$ cat src/rtl/ddr3_arb_pkg.sv
// Shared constants and types for the DDR3 native-port arbiter.
package ddr3_arb_pkg;

  localparam logic [2:0]  CMD_WR  = 3'b000;
  localparam logic [2:0]  CMD_RD  = 3'b001;
  localparam logic [7:0]  WR_MASK = 8'hC0;
  localparam int unsigned PIX_W   = 48;

  typedef enum logic [1:0] {
    ST_IDLE,
    ST_WR,
    ST_RD
  } arb_state_e;

endpackage

$ cat src/rtl/ddr3_app_arbiter_if.sv
// Native command/data port of the DDR3 memory-interface IP.
// master = arbiter side, slave = IP side.
interface ddr3_app_arbiter_if #(
  parameter int unsigned ADDR_WIDTH = 28
);

  logic                  cmd_ready;
  logic                  cmd_en;
  logic [2:0]            cmd;
  logic [ADDR_WIDTH-1:0] addr;
  logic                  wr_data_rdy;
  logic                  wr_data_en;
  logic                  wr_data_end;
  logic [63:0]           app_wdf_data;
  logic [7:0]            wr_data_mask;
  logic [63:0]           app_rd_data;
  logic                  rd_data_valid;

  modport master (
    input  cmd_ready, wr_data_rdy, app_rd_data, rd_data_valid,
    output cmd_en, cmd, addr, wr_data_en, wr_data_end, app_wdf_data, wr_data_mask
  );

  modport slave (
    output cmd_ready, wr_data_rdy, app_rd_data, rd_data_valid,
    input  cmd_en, cmd, addr, wr_data_en, wr_data_end, app_wdf_data, wr_data_mask
  );

endinterface

$ cat src/rtl/ddr3_rd_tracker.sv
// Outstanding-read counter, spurious-return error flag and the read-data
// return register stage.
module ddr3_rd_tracker
  import ddr3_arb_pkg::*;
(
  input  logic             clk,
  input  logic             rst_n,
  input  logic             i_grant,
  input  logic             i_ret,
  input  logic [PIX_W-1:0] i_rdata,
  output logic             o_rd_valid,
  output logic [PIX_W-1:0] o_rd_data,
  output logic [3:0]       o_cnt,
  output logic             o_err
);

  logic             r_valid;
  logic [PIX_W-1:0] r_data;
  logic [3:0]       r_cnt;
  logic             r_err;

  // One-cycle register stage on returned read data.
  always_ff @(posedge clk or negedge rst_n) begin
    if (!rst_n) begin
      r_valid <= 1'b0;
      r_data  <= '0;
    end else begin
      r_valid <= i_ret;
      r_data  <= i_rdata;
    end
  end

  // Outstanding count: +1 per read grant, -1 per return; a return with
  // nothing outstanding leaves the count at 0 and sets the sticky error.
  always_ff @(posedge clk or negedge rst_n) begin
    if (!rst_n) begin
      r_cnt <= '0;
      r_err <= 1'b0;
    end else begin
      if (i_ret && (r_cnt == 4'd0)) r_err <= 1'b1;
      unique case ({i_grant, i_ret})
        2'b10:   r_cnt <= r_cnt + 4'd1;
        2'b01:   if (r_cnt != 4'd0) r_cnt <= r_cnt - 4'd1;
        default: r_cnt <= r_cnt;
      endcase
    end
  end

  assign o_rd_valid = r_valid;
  assign o_rd_data  = r_data;
  assign o_cnt      = r_cnt;
  assign o_err      = r_err;

endmodule

$ cat src/rtl/ddr3_app_arbiter.sv
// Round-robin arbiter sharing the DDR3 IP native port between one pixel
// writer and one pixel reader; bounds outstanding reads.
module ddr3_app_arbiter
  import ddr3_arb_pkg::*;
#(
  parameter int unsigned           ADDR_WIDTH = 28,
  parameter logic [ADDR_WIDTH-1:0] WR_BASE    = '0,
  parameter logic [ADDR_WIDTH-1:0] RD_BASE    = '0,
  parameter int unsigned           MAX_RD_OUT = 8
) (
  input  logic                clk,
  input  logic                rst_n,
  input  logic                init_calib_complete,
  input  logic                wr_req,
  input  logic [15:0]         wr_addr,
  input  logic [PIX_W-1:0]    wr_data,
  output logic                wr_ack,
  input  logic                rd_req,
  input  logic [15:0]         rd_addr,
  output logic                rd_ack,
  output logic                rd_valid,
  output logic [PIX_W-1:0]    rd_data,
  ddr3_app_arbiter_if.master  ip,
  output logic [3:0]          rd_out_cnt,
  output logic                err_flag
);

  localparam logic [3:0] MAX_OUT = 4'(MAX_RD_OUT);

  arb_state_e            r_state;
  logic                  r_last_wr;
  logic                  r_wr_ack;
  logic                  r_rd_ack;
  logic [ADDR_WIDTH-1:0] r_addr;
  logic [63:0]           r_wdata;
  logic [2:0]            r_cmd;
  logic                  r_cmd_en;
  logic                  r_wd_en;
  logic [7:0]            r_mask;

  logic                  w_wr_elig;
  logic                  w_rd_elig;
  logic                  w_grant_wr;
  logic                  w_grant_rd;
  logic                  w_cmd_hs;
  logic                  w_wd_hs;
  logic                  w_cmd_pend;
  logic                  w_wd_pend;
  logic [ADDR_WIDTH-1:0] w_wr_ip_addr;
  logic [ADDR_WIDTH-1:0] w_rd_ip_addr;
  logic [3:0]            w_cnt;
  logic                  w_unused_hi;

  assign w_wr_elig  = init_calib_complete & wr_req;
  assign w_rd_elig  = init_calib_complete & rd_req & (w_cnt < MAX_OUT);
  assign w_grant_wr = (r_state == ST_IDLE) & w_wr_elig & (~w_rd_elig | ~r_last_wr);
  assign w_grant_rd = (r_state == ST_IDLE) & w_rd_elig & (~w_wr_elig |  r_last_wr);

  assign w_cmd_hs   = r_cmd_en &  ip.cmd_ready;
  assign w_cmd_pend = r_cmd_en & ~ip.cmd_ready;
  assign w_wd_hs    = r_wd_en  &  ip.wr_data_rdy;
  assign w_wd_pend  = r_wd_en  & ~ip.wr_data_rdy;

  assign w_wr_ip_addr = WR_BASE + ADDR_WIDTH'({wr_addr, 2'b00});
  assign w_rd_ip_addr = RD_BASE + ADDR_WIDTH'({rd_addr, 2'b00});

  // Arbitration FSM; every IP-side output is a register written here.
  always_ff @(posedge clk or negedge rst_n) begin
    if (!rst_n) begin
      r_state   <= ST_IDLE;
      r_last_wr <= 1'b0;
      r_wr_ack  <= 1'b0;
      r_rd_ack  <= 1'b0;
      r_addr    <= '0;
      r_wdata   <= '0;
      r_cmd     <= '0;
      r_cmd_en  <= 1'b0;
      r_wd_en   <= 1'b0;
      r_mask    <= '1;
    end else begin
      r_wr_ack <= 1'b0;
      r_rd_ack <= 1'b0;
      unique case (r_state)
        ST_IDLE: begin
          if (w_grant_wr) begin
            r_addr    <= w_wr_ip_addr;
            r_wdata   <= {16'h0000, wr_data};
            r_cmd     <= CMD_WR;
            r_cmd_en  <= 1'b1;
            r_wd_en   <= 1'b1;
            r_mask    <= WR_MASK;
            r_last_wr <= 1'b1;
            r_wr_ack  <= 1'b1;
            r_state   <= ST_WR;
          end else if (w_grant_rd) begin
            r_addr    <= w_rd_ip_addr;
            r_cmd     <= CMD_RD;
            r_cmd_en  <= 1'b1;
            r_last_wr <= 1'b0;
            r_rd_ack  <= 1'b1;
            r_state   <= ST_RD;
          end
        end
        ST_WR: begin
          // Command and data handshakes retire independently.
          if (w_cmd_hs) r_cmd_en <= 1'b0;
          if (w_wd_hs) begin
            r_wd_en <= 1'b0;
            r_mask  <= '1;
          end
          if (!w_cmd_pend && !w_wd_pend) r_state <= ST_IDLE;
        end
        ST_RD: begin
          if (w_cmd_hs) begin
            r_cmd_en <= 1'b0;
            r_state  <= ST_IDLE;
          end
        end
        default: r_state <= ST_IDLE;
      endcase
    end
  end

  ddr3_rd_tracker u_rd_tracker (
    .clk        (clk),
    .rst_n      (rst_n),
    .i_grant    (w_grant_rd),
    .i_ret      (ip.rd_data_valid),
    .i_rdata    (ip.app_rd_data[PIX_W-1:0]),
    .o_rd_valid (rd_valid),
    .o_rd_data  (rd_data),
    .o_cnt      (w_cnt),
    .o_err      (err_flag)
  );

  assign w_unused_hi = ^ip.app_rd_data[63:PIX_W];

  assign wr_ack          = r_wr_ack;
  assign rd_ack          = r_rd_ack;
  assign rd_out_cnt      = w_cnt;
  assign ip.cmd_en       = r_cmd_en;
  assign ip.cmd          = r_cmd;
  assign ip.addr         = r_addr;
  assign ip.wr_data_en   = r_wd_en;
  assign ip.wr_data_end  = r_wd_en;
  assign ip.app_wdf_data = r_wdata;
  assign ip.wr_data_mask = r_mask;

endmodule
$ cat src/flat_wrapper.sv
// flat-port wrapper written by rule: the top's interface ports become plain ports
module ddr3_app_arbiter_flat import ddr3_arb_pkg::*;
#(
  parameter int unsigned           ADDR_WIDTH = 28,
  parameter logic [ADDR_WIDTH-1:0] WR_BASE    = '0,
  parameter logic [ADDR_WIDTH-1:0] RD_BASE    = '0,
  parameter int unsigned           MAX_RD_OUT = 8
)
  (clk, rst_n, init_calib_complete, wr_req, wr_addr, wr_data, wr_ack, rd_req, rd_addr, rd_ack, rd_valid, rd_data, rd_out_cnt, err_flag, ip_cmd_ready, ip_wr_data_rdy, ip_app_rd_data, ip_rd_data_valid, ip_cmd_en, ip_cmd, ip_addr, ip_wr_data_en, ip_wr_data_end, ip_app_wdf_data, ip_wr_data_mask);
  ddr3_app_arbiter_if #(.ADDR_WIDTH(ADDR_WIDTH)) ip_i ();
  input  logic clk;
  input  logic rst_n;
  input  logic init_calib_complete;
  input  logic wr_req;
  input  logic [15:0] wr_addr;
  input  logic [PIX_W-1:0] wr_data;
  output logic wr_ack;
  input  logic rd_req;
  input  logic [15:0] rd_addr;
  output logic rd_ack;
  output logic rd_valid;
  output logic [PIX_W-1:0] rd_data;
  output logic [3:0] rd_out_cnt;
  output logic err_flag;
  input wire logic [$bits(ip_i.cmd_ready)-1:0] ip_cmd_ready;
  input wire logic [$bits(ip_i.wr_data_rdy)-1:0] ip_wr_data_rdy;
  input wire logic [$bits(ip_i.app_rd_data)-1:0] ip_app_rd_data;
  input wire logic [$bits(ip_i.rd_data_valid)-1:0] ip_rd_data_valid;
  output wire logic [$bits(ip_i.cmd_en)-1:0] ip_cmd_en;
  output wire logic [$bits(ip_i.cmd)-1:0] ip_cmd;
  output wire logic [$bits(ip_i.addr)-1:0] ip_addr;
  output wire logic [$bits(ip_i.wr_data_en)-1:0] ip_wr_data_en;
  output wire logic [$bits(ip_i.wr_data_end)-1:0] ip_wr_data_end;
  output wire logic [$bits(ip_i.app_wdf_data)-1:0] ip_app_wdf_data;
  output wire logic [$bits(ip_i.wr_data_mask)-1:0] ip_wr_data_mask;
  assign ip_i.cmd_ready = ip_cmd_ready;
  assign ip_i.wr_data_rdy = ip_wr_data_rdy;
  assign ip_i.app_rd_data = ip_app_rd_data;
  assign ip_i.rd_data_valid = ip_rd_data_valid;
  assign ip_cmd_en = ip_i.cmd_en;
  assign ip_cmd = ip_i.cmd;
  assign ip_addr = ip_i.addr;
  assign ip_wr_data_en = ip_i.wr_data_en;
  assign ip_wr_data_end = ip_i.wr_data_end;
  assign ip_app_wdf_data = ip_i.app_wdf_data;
  assign ip_wr_data_mask = ip_i.wr_data_mask;
  ddr3_app_arbiter #(.ADDR_WIDTH(ADDR_WIDTH), .WR_BASE(WR_BASE), .RD_BASE(RD_BASE), .MAX_RD_OUT(MAX_RD_OUT)) u_core (.clk(clk), .rst_n(rst_n), .init_calib_complete(init_calib_complete), .wr_req(wr_req), .wr_addr(wr_addr), .wr_data(wr_data), .wr_ack(wr_ack), .rd_req(rd_req), .rd_addr(rd_addr), .rd_ack(rd_ack), .rd_valid(rd_valid), .rd_data(rd_data), .ip(ip_i), .rd_out_cnt(rd_out_cnt), .err_flag(err_flag));
endmodule
$ cat config.mk
export PLATFORM = sky130hd
export DESIGN_NAME = ddr3_app_arbiter_flat
export DESIGN_NICKNAME = d
export VERILOG_FILES = /design/src/rtl/ddr3_arb_pkg.sv /design/src/rtl/ddr3_app_arbiter_if.sv /design/src/rtl/ddr3_rd_tracker.sv /design/src/rtl/ddr3_app_arbiter.sv /design/src/flat_wrapper.sv
export SDC_FILE = /design/constraint.sdc
export NUM_CORES = 1
export LEC_CHECK = 0
export ABC_AREA = 1
export CELL_PAD_IN_SITES_DETAIL_PLACEMENT = 1
export CELL_PAD_IN_SITES_GLOBAL_PLACEMENT = 1
export CORE_MARGIN = 2
export CORE_UTILIZATION = 28
export DETAILED_ROUTE_END_ITERATION = 12
export GPL_TIMING_DRIVEN = 0
export HOLD_SLACK_MARGIN = 0.1
export PLACE_DENSITY_LB_ADDON = 0.08
export SLEW_MARGIN = 15
export SYNTH_ARGS = -nofsm -noshare
export SYNTH_HDL_FRONTEND = slang
export SYNTH_SLANG_ARGS = --single-unit
$ cat constraint.sdc
create_clock -name clk -period 4.8 [get_ports clk]
set_input_delay 0.48 -clock clk [delete_from_list [all_inputs] [get_ports clk]]
set_output_delay 0.48 -clock clk [all_outputs]
set_load 0.01 [all_outputs]
; ---- Word-level counts from Yosys, hierarchy flattened
; Cells that the tools add are included.
[op_classes]
shifts = 0
n_bitwise = 18
n_mux = 28
n_div = 0
order_cmp = 1
mul = 0
add_sub_neg = 2
eq_ne = 11
n_reduce_logical = 18
[op_table]
columns = op, n
row1 = 28-bit two-way mux, 2
row2 = 8-bit two-way mux, 2
row3 = 8-bit case mux with 2 select lines, 1
row4 = 1-bit two-way mux, 12
row5 = 1-bit bitwise AND, 11
row6 = 2-bit by 1-bit inequality test with 1-bit output (second input constant), 5
row7 = 3-bit AND reduction, 3
row8 = 2-bit two-way mux, 4
row9 = 4-bit case mux with 2 select lines, 1
row10 = 2-bit nonzero test, 4
row11 = 3-bit two-way mux, 2
row12 = 2-bit case mux with 3 select lines, 1
row13 = 2-bit AND reduction, 3
row14 = 1-bit NOT, 5
row15 = 4-bit by 1-bit adder with 4-bit output (second input constant), 1
row16 = 2-bit by 1-bit == test with 1-bit output (second input constant), 2
row17 = 2-bit == test (second input constant), 2
row18 = 4-bit logical NOT, 1
row19 = 4-bit less-than comparator (second input constant), 1
row20 = 4-bit two-way mux, 1
row21 = 1-bit case mux with 2 select lines, 2
row22 = 4-bit nonzero test, 1
row23 = 4-bit by 1-bit subtractor with 4-bit output (second input constant), 1
row24 = 3-bit by 2-bit inequality test with 1-bit output (second input constant), 1
row25 = other kinds (6), 9
[word_totals]
latchBits = 0
in_bits = 152
romBits = 0
register_bits = 148
mem_bits_rw = 0
memories = 0
out_inout_bits = 162
elab_cells = 92

; ---- Longest topological paths before layout
; Gate-level depths: netlist (run 1).
[depth]
depth_word = 7
depth_mapped = 12
mapped_depth_nobuf = 12

; ---- Modules after synthesis
; Synthesis (run 1) repeated with hierarchy kept, for this count alone.
[hier_totals]
cells_unflattened = 527
hier_area_um2 = 5058.6
[modules_own_cells]
columns = module, area_per_inst_um2, seq_area_each_um2, n_inst, cells_per_inst
row1 = ddr3_app_arbiter, 3480.8, 1828.0, 1, 432
row2 = ddr3_rd_tracker, 1577.8, 1351.3, 1, 95

; ---- Worst setup path after synthesis (run 1)
; No wires, ideal clock.
[synth_timing]
kind = flip-flop to flip-flop
start = reg u_core.r_state[0]
end = reg u_core.u_rd_tracker.r_cnt[2] (netlist: u_core.u_rd_tracker.o_cnt[2])
period_less_slack_ns = 1.752
arrival_time_ns = 1.675
t_required_ns = 4.723
setup_ns = 0.077
path_stages_with_launch = 13
path_buffers = 0
setup_slack_ns = 3.048
cell_sequence = dfrtp_1 inv_1 ha_1 nand3_4 nand2_2 nand2_1 nand2_1 inv_1 ha_1 inv_1 nand2_1 xor2_1 a21oi_1
[synth_via]
elab_chain_cells = 6
word_cells_on_any_way = 9
cone_classes = eq/ne: 3 / mux: 1 / bitwise: 2 / reduce/logical: 3
[synth_rtl]
columns = element, line_no
row1 = "start, declared", ddr3_app_arbiter.sv:30  ; arb_state_e r_state;
row2 = "start signal, assigned", ddr3_app_arbiter.sv:70  ; r_state <= ST_IDLE;
row3 = "start signal, assigned", ddr3_app_arbiter.sv:94  ; r_state <= ST_WR;
row4 = "start signal, assigned", ddr3_app_arbiter.sv:101  ; r_state <= ST_RD;
row5 = 2-bit logical NOT *, ddr3_app_arbiter.sv:57  ; assign w_grant_rd = (r_state == ST_IDLE) & w_rd_elig & (~w_wr_elig | r_last_wr);
row6 = 1-bit bitwise AND * (2 in series), ddr3_app_arbiter.sv:57
row7 = 2-bit by 1-bit == test with 1-bit output / 2-bit == test (equally long branches), ddr3_rd_tracker.sv:41  ; unique case ({i_grant, i_ret})
row8 = 2-bit inequality test (no line) / 2-bit nonzero test (equally long branches), -
row9 = 2-bit AND reduction (no line), -
row10 = "end signal, assigned", ddr3_rd_tracker.sv:42  ; 2'b10: r_cnt <= r_cnt + 4'd1;
row11 = "end signal, assigned", ddr3_rd_tracker.sv:43  ; 2'b01: if (r_cnt != 4'd0) r_cnt <= r_cnt - 4'd1;
row12 = "end signal, assigned", ddr3_rd_tracker.sv:44  ; default: r_cnt <= r_cnt;
row13 = "end, declared", ddr3_rd_tracker.sv:19  ; logic [3:0] r_cnt;
; Every way passes the cells marked *; elsewhere a longest branch is shown, timed or not.
; A chain may end at the register's enable or synchronous reset.

==> flow_summary.json, run 1 <==
{
  "synth_cells": 473,
  "num-fill-cells": 1879,
  "track_usage": 0.185,
  "cts_tree": "built",
  "die_area_mm2": 0.0183,
  "first_iter_violations": 101,
  "slew_violations": 0,
  "core_area_mm2": 0.0171,
  "rsz0062_at_grt": "false",
  "die_w_um": 135,
  "htree_levels": 4,
  "ir_worst_vdd_mv": 0.230,
  "clk_pin_slew_ns": 0.06,
  "cts_sinks": 127,
  "final-hold-violation-count": 0,
  "hp-class": "input port to async pin",
  "fin_ws_ns": 2.68,
  "synth.distinct_cells": 31,
  "clk_latency_ns": 0.41,
  "design_area_mm2": 0.00852,
  "fp.dieH_um": 135,
  "grt_max_degree": 78,
  "num_vias": 4314,
  "crit_required_ns": 4.32,
  "first_pass_iters": 4,
  "dp.cells": 994,
  "cp_slowest_stage_delay_ns": 0.58,
  "cp_slowest_cell": "dfstp_2",
  "nets": 945,
  "powerDensity_mw_per_mm2": 562,
  "async_flop_share": 1.00,
  "tightestPinTransition_ns": 0.715,
  "drc_errors": 0,
  "grt_overflow": 0,
  "skew_ns": 0.00865,
  "stdcell_count": 1026,
  "status": "complete, no violations",
  "synth_enable_flop_cells": 0,
  "ant_nets": 0,
  "cts_resized": 0,
  "layout_min_cycle_time_ns": 2.12,
  "cts_setup_buffers": 0,
  "ctsHoldBuffers": 0,
  "grt_pass1_wl_um": 25300,
  "cp-end-kind": "output port",
  "antenna_found_initial": 0,
  "postSynthAreaPerCell_um2": 10.2,
  "cp_max_fo": 7,
  "grt_pass1_vias": 4714,
  "start_kind": "flip-flop",
  "crit_type": "flip-flop to output port",
  "start_util": 0.283,
  "clockBufferDepth": 2,
  "fmax_ghz": 0.472,
  "rows": 48,
  "place_ws_ns": 2.41,
  "synth_seq_area_share": 0.658,
  "relSlewSlack": 0.524,
  "fin_crit_sh": 0.442,
  "cts_buffers": 17,
  "diodes": 0,
  "path_cells": "buf_4 -> clkdlybuf4s50_1",
  "io-pin-count": 314,
  "wire_per_inst_um": 16.0,
  "wl_um": 16400,
  "synth_ff_type": "dfrtp_1",
  "place.gp.congestion": 0.766,
  "p_leak_nw": 4.02,
  "place_area_mm2": 0.00791,
  "dp_hpwl_um": 12500,
  "setup_violations": 0,
  "netlist_area_mm2": 0.00483,
  "synth_seq_cells": 127,
  "yosys_warnings": 0,
  "maxCapViolCount": 0,
  "viasPerCell": 4.20,
  "crit_arrival_ns": 1.64,
  "drive_above_1_share": 0.120,
  "port_buffers": 265,
  "syn2layout_area_growth_pct": 76.3,
  "root_buffer": "clkbuf_16"
}
==> area by class of cell <==
cell class              instances  area [um2]  share of cell area
flip-flops and latches        127        3180               0.373
repair buffers                266        2680               0.315
multi-input cells             307        1330               0.156
clock buffers                  17         425              0.0499
plain buffers                  52         370              0.0435
well taps                     225         282              0.0330
clock inverters                15         186              0.0219
inverters                      17        63.8             0.00749
==> sequential cells by signal, indices dropped and copies added, names as in the netlist, 2 cells and up <==
register	count
u_core.u_rd_tracker.o_rd_data	48
u_core.r_state	2
u_core.ip.addr	16
u_core.ip.app_wdf_data	48
u_core.u_rd_tracker.o_cnt	4
==> per-layer routing <==
metal,GRT usage,part of all wire,vias up,routed length [um]
met2,0.314,0.51,184,8420
met1,0.199,0.36,2090,5960
met5,0,0,-,0
met4,0.0729,0.022,0,367
li1,-,-,2020,-
met3,0.0875,0.10,20,1690
==> kinds of logic after synthesis <==
logic type | Yosys count | synth area share
simple gates | 253 | 0.212
flops | 127 | 0.658
buf+inv | 69 | 0.0899
compound gates | 15 | 0.0223
fa+ha+maj | 5 | 0.0130
xor+xnor | 2 | 0.00363
other cells | 2 | 0.00155
==> cell usage in the layout, fill, tap and decap left out, drive strengths merged, types with 6 or more instances in the layout <==
cell	Yosys	routed
inv	17	20
nand3	26	26
clkdlybuf4s50	0	264
dfrtp	126	126
clkbuf	5	22
nand2	217	217
conb	2	32
nor2	6	6
buf	47	49
o21ai	6	6
==> worst max-delay path: cells and delay by family (launching register included) <==
| kind | cells | cell delay (ns) |
|---|---|---|
| buffers and inverters | 2 | 0.65 |
| flip-flops | 1 | 0.58 |
==> metrics by stage <==
stage / total power [mW] / hold slack, ns / utilization / setup TNS (ns)
6_report: 4.78 / 0.109 / 0.499 / 0
5_1_grt: 5.10 / 0.141 / 0.499 / 0
4_1_cts: 4.87 / 0.109 / 0.499 / 0
3_5_place_dp: 3.49 / 0.459 / 0.464 / 0
3_3_place_gp: 3.43 / 0.459 / 0.462 / -236.82
2_1_floorplan: 2.39 / 0.184 / - / 0
==> where the power goes <==
group / internal (mW) / leakage (nW) / switching, mW
Combinational: 0.977 / 2.21 / 0.835
Sequential: 1.42 / 1.53 / 0.216
Clock: 0.823 / 0.286 / 0.513
==> cells in the mapped netlist (2+ instances only) <==
| library cell | count | area share |
|---|---|---|
| a21oi_1 | 2 | 0.0021 |
| buf_2 | 2 | 0.0021 |
| buf_4 | 44 | 0.068 |
| clkbuf_1 | 5 | 0.0039 |
| conb_1 | 2 | 0.0016 |
| dfrtp_1 | 126 | 0.65 |
| ha_1 | 5 | 0.013 |
| inv_1 | 14 | 0.011 |
| inv_2 | 3 | 0.0023 |
| nand2_1 | 214 | 0.17 |
| nand2_2 | 3 | 0.0039 |
| nand3_1 | 25 | 0.026 |
| nor2_1 | 4 | 0.0031 |
| nor3_1 | 2 | 0.0021 |
| o21ai_0 | 4 | 0.0041 |
| o21ai_1 | 2 | 0.0021 |
| xor2_1 | 2 | 0.0036 |
==> final timing paths <==
kind                       slack, ns                       from  cells after the start                                 to
max reg2reg                     2.82          u_core.r_state[0]                     12       u_core.u_rd_tracker.o_cnt[2]
max in group asynchronous       3.92                      rst_n                      2          u_core.ip.wr_data_mask[4]
max                             2.68  u_core.ip.wr_data_mask[4]                      2                 ip_wr_data_mask[5]
min reg2reg                     0.47  u_core.u_rd_tracker.o_err                      1          u_core.u_rd_tracker.o_err
min in group clk                0.47  u_core.u_rd_tracker.o_err                      1          u_core.u_rd_tracker.o_err
min                             0.11                      rst_n                      1  u_core.u_rd_tracker.o_rd_data[20]
Note: power is estimated with default switching activity, not from simulation.
==> run 2: changes to the inputs <==
--- a/config.mk
+++ b/config.mk
@@ -9,7 +9,7 @@
 export CELL_PAD_IN_SITES_DETAIL_PLACEMENT = 1
 export CELL_PAD_IN_SITES_GLOBAL_PLACEMENT = 1
 export CORE_MARGIN = 2
-export CORE_UTILIZATION = 28
+export CORE_UTILIZATION = 23
 export DETAILED_ROUTE_END_ITERATION = 12
 export GPL_TIMING_DRIVEN = 0
 export HOLD_SLACK_MARGIN = 0.1
==> constraint.sdc (replaced) <==
create_clock -name clk -period 1.9 [get_ports clk]
set_input_delay 0.19 -clock clk [delete_from_list [all_inputs] [get_ports clk]]
set_output_delay 0.19 -clock clk [all_outputs]
set_load 0.01 [all_outputs]
==> flow_summary.json, run 2 (synthesis gave the netlist of run 1 again) <==
{
  "status": "complete, no violations",
  "diodes": 0,
  "num-fill-cells": 2335,
  "hold-path-endpoint": "u_core.u_rd_tracker.o_rd_data[41]",
  "powerDensity_mw_per_mm2": 1390,
  "ff_latch_area_mm2": 0.00318,
  "num_vias": 4240,
  "reg2reg_to": "u_core.u_rd_tracker.o_cnt[2]",
  "rrSetupSlack_ns": 0.16,
  "grt_overflow": 0,
  "antenna_found_initial": 1,
  "rows": 53,
  "skew_ns": 0.0105,
  "hp-class": "input port to flip-flop",
  "ir_worst_vdd_mv": 0.586,
  "crit_type": "flip-flop to output port",
  "core_area_mm2": 0.0208,
  "die_area_mm2": 0.0222,
  "drive_above_1_share": 0.135,
  "clockBufferDepth": 2,
  "dp_hpwl_um": 12600,
  "cts_tree": "built",
  "crit_arrival_ns": 1.62,
  "p_leak_nw": 4.10,
  "layout_min_cycle_time_ns": 1.81,
  "holdWs_ns": 0.206,
  "io-pin-count": 314,
  "relSlewSlack": 0.651,
  "first_iter_violations": 87,
  "drc_errors": 0,
  "cp-end-kind": "output port",
  "holdPathStages": 1,
  "clk_pin_slew_ns": 0.07,
  "cts_buffers": 17,
  "setup_violations": 0,
  "start_util": 0.232,
  "root_buffer": "clkbuf_16",
  "fin_ws_ns": 0.0886,
  "cp_max_fo": 6,
  "layout_commonest_cell": "clkdlybuf4s50_1",
  "grt_pass1_wl_um": 25500,
  "worstReg2RegStart": "u_core.r_state[1]",
  "dp.cells": 1044,
  "nets": 954,
  "syn2layout_area_growth_pct": 79.1,
  "viasPerCell": 3.91,
  "hold_start": "ip_app_rd_data[41]",
  "mostFrequentLayoutCells": "260 x clkdlybuf4s50_1, 213 x nand2_1, 125 x dfrtp_1, 52 x buf_4, 32 x conb_1",
  "maxCapViolCount": 0,
  "fmax_ghz": 0.552,
  "port_buffers": 265,
  "wire_per_inst_um": 15.3,
  "grt_max_degree": 80,
  "slew_violations": 0,
  "first_pass_iters": 4,
  "die_w_um": 149,
  "wl_um": 16600,
  "grt_pass1_vias": 4658,
  "ant_nets": 0,
  "place_ws_ns": -0.224,
  "stdcell_count": 1085,
  "tightestPinTransition_ns": 0.523,
  "fin_crit_sh": 0.953,
  "cts_sinks": 127,
  "place.gp.congestion": 0.748,
  "final-hold-violation-count": 0,
  "p_total_mw": 12.0,
  "htree_levels": 4,
  "track_usage": 0.152,
  "multi_input_area_mm2": 0.00136,
  "crit_required_ns": 1.71,
  "rr_worst_depth": 12,
  "start_kind": "flip-flop",
  "clk_latency_ns": 0.41,
  "fp.dieH_um": 149
}
[run 2: cell types whose count changed in the layout (fill, tap and decap cells not counted), sizes merged]
cell,delta
dlygate4sd3,+1
inv,+5
buf,+8
dlymetal6s2s,+4
clkinvlp,-2
clkdlybuf4s50,-4
clkbuf,+1
clkinv,-2
bufinv,-2
[run 2: worst max-delay path, cell delays in order (launching register included)]
cell and delay, ns:
dfstp_2 0.58, buf_4 0.12, clkdlybuf4s50_1 0.52
[run 2: what timing repair did]
| item | in CTS | in global routing |
|---|---|---|
| hold buffers | 1 | 0 |
| endpoints found under the hold margin | 48 | 0 |
| endpoints found under the setup margin | 64 | 65 |
| buffers inserted | 0 | 8 |
| pin swaps | 0 | 3 |
| resized for setup | 4 | 9 |
[run 2: layout make-up]
| class | count | area share |
|---|---|---|
| inverters | 17 | 0.00737 |
| well taps | 275 | 0.0398 |
| plain buffers | 52 | 0.0428 |
| multi-input cells | 307 | 0.157 |
| repair buffers | 275 | 0.319 |
| clock inverters | 14 | 0.0169 |
| flip-flops and latches | 127 | 0.368 |
| clock buffers | 18 | 0.0496 |
[run 2: how the worst max path moves through the flow]
stage | start | to | cells after the start | slack, ns
2_1_floorplan | u_core.r_state[0] | u_core.u_rd_tracker.o_cnt[2] | 12 | 0.15
3_3_place_gp | rst_n | u_core.ip.app_wdf_data[21] | 1 | -4.67
3_5_place_dp | init_calib_complete | u_core.u_rd_tracker.o_cnt[2] | 13 | -0.22
4_1_cts | u_core.r_state[0] | u_core.ip.addr[16] | 10 | -0.01
5_1_grt | u_core.r_state[1] | u_core.u_rd_tracker.o_cnt[2] | 12 | -0.01
6_report | u_core.ip.wr_data_mask[4] | ip_wr_data_mask[1] | 2 | 0.09
[run 2: through the flow]
step / util / area [um2] / TNS, ns
after floorplan: - / 4940 / 0
after global placement: 0.381 / 7940 / -593.54
after detailed placement: 0.383 / 7970 / -6.23
after CTS: 0.412 / 8580 / -0.00966
after global routing: 0.416 / 8650 / -0.0120
final: 0.416 / 8650 / 0
[run 2: power breakdown]
group	internal [mW]	total [mW]	switching, mW
logic	2.55	4.69	2.14
registers	3.58	4.11	0.522
clock network	1.85	3.21	1.36
[run 2: metal layers]
metal	part of all wire	GRT usage
met4	0.011	0.0529
met5	0.00078	0
met2	0.50	0.253
met3	0.12	0.0829
met1	0.37	0.165
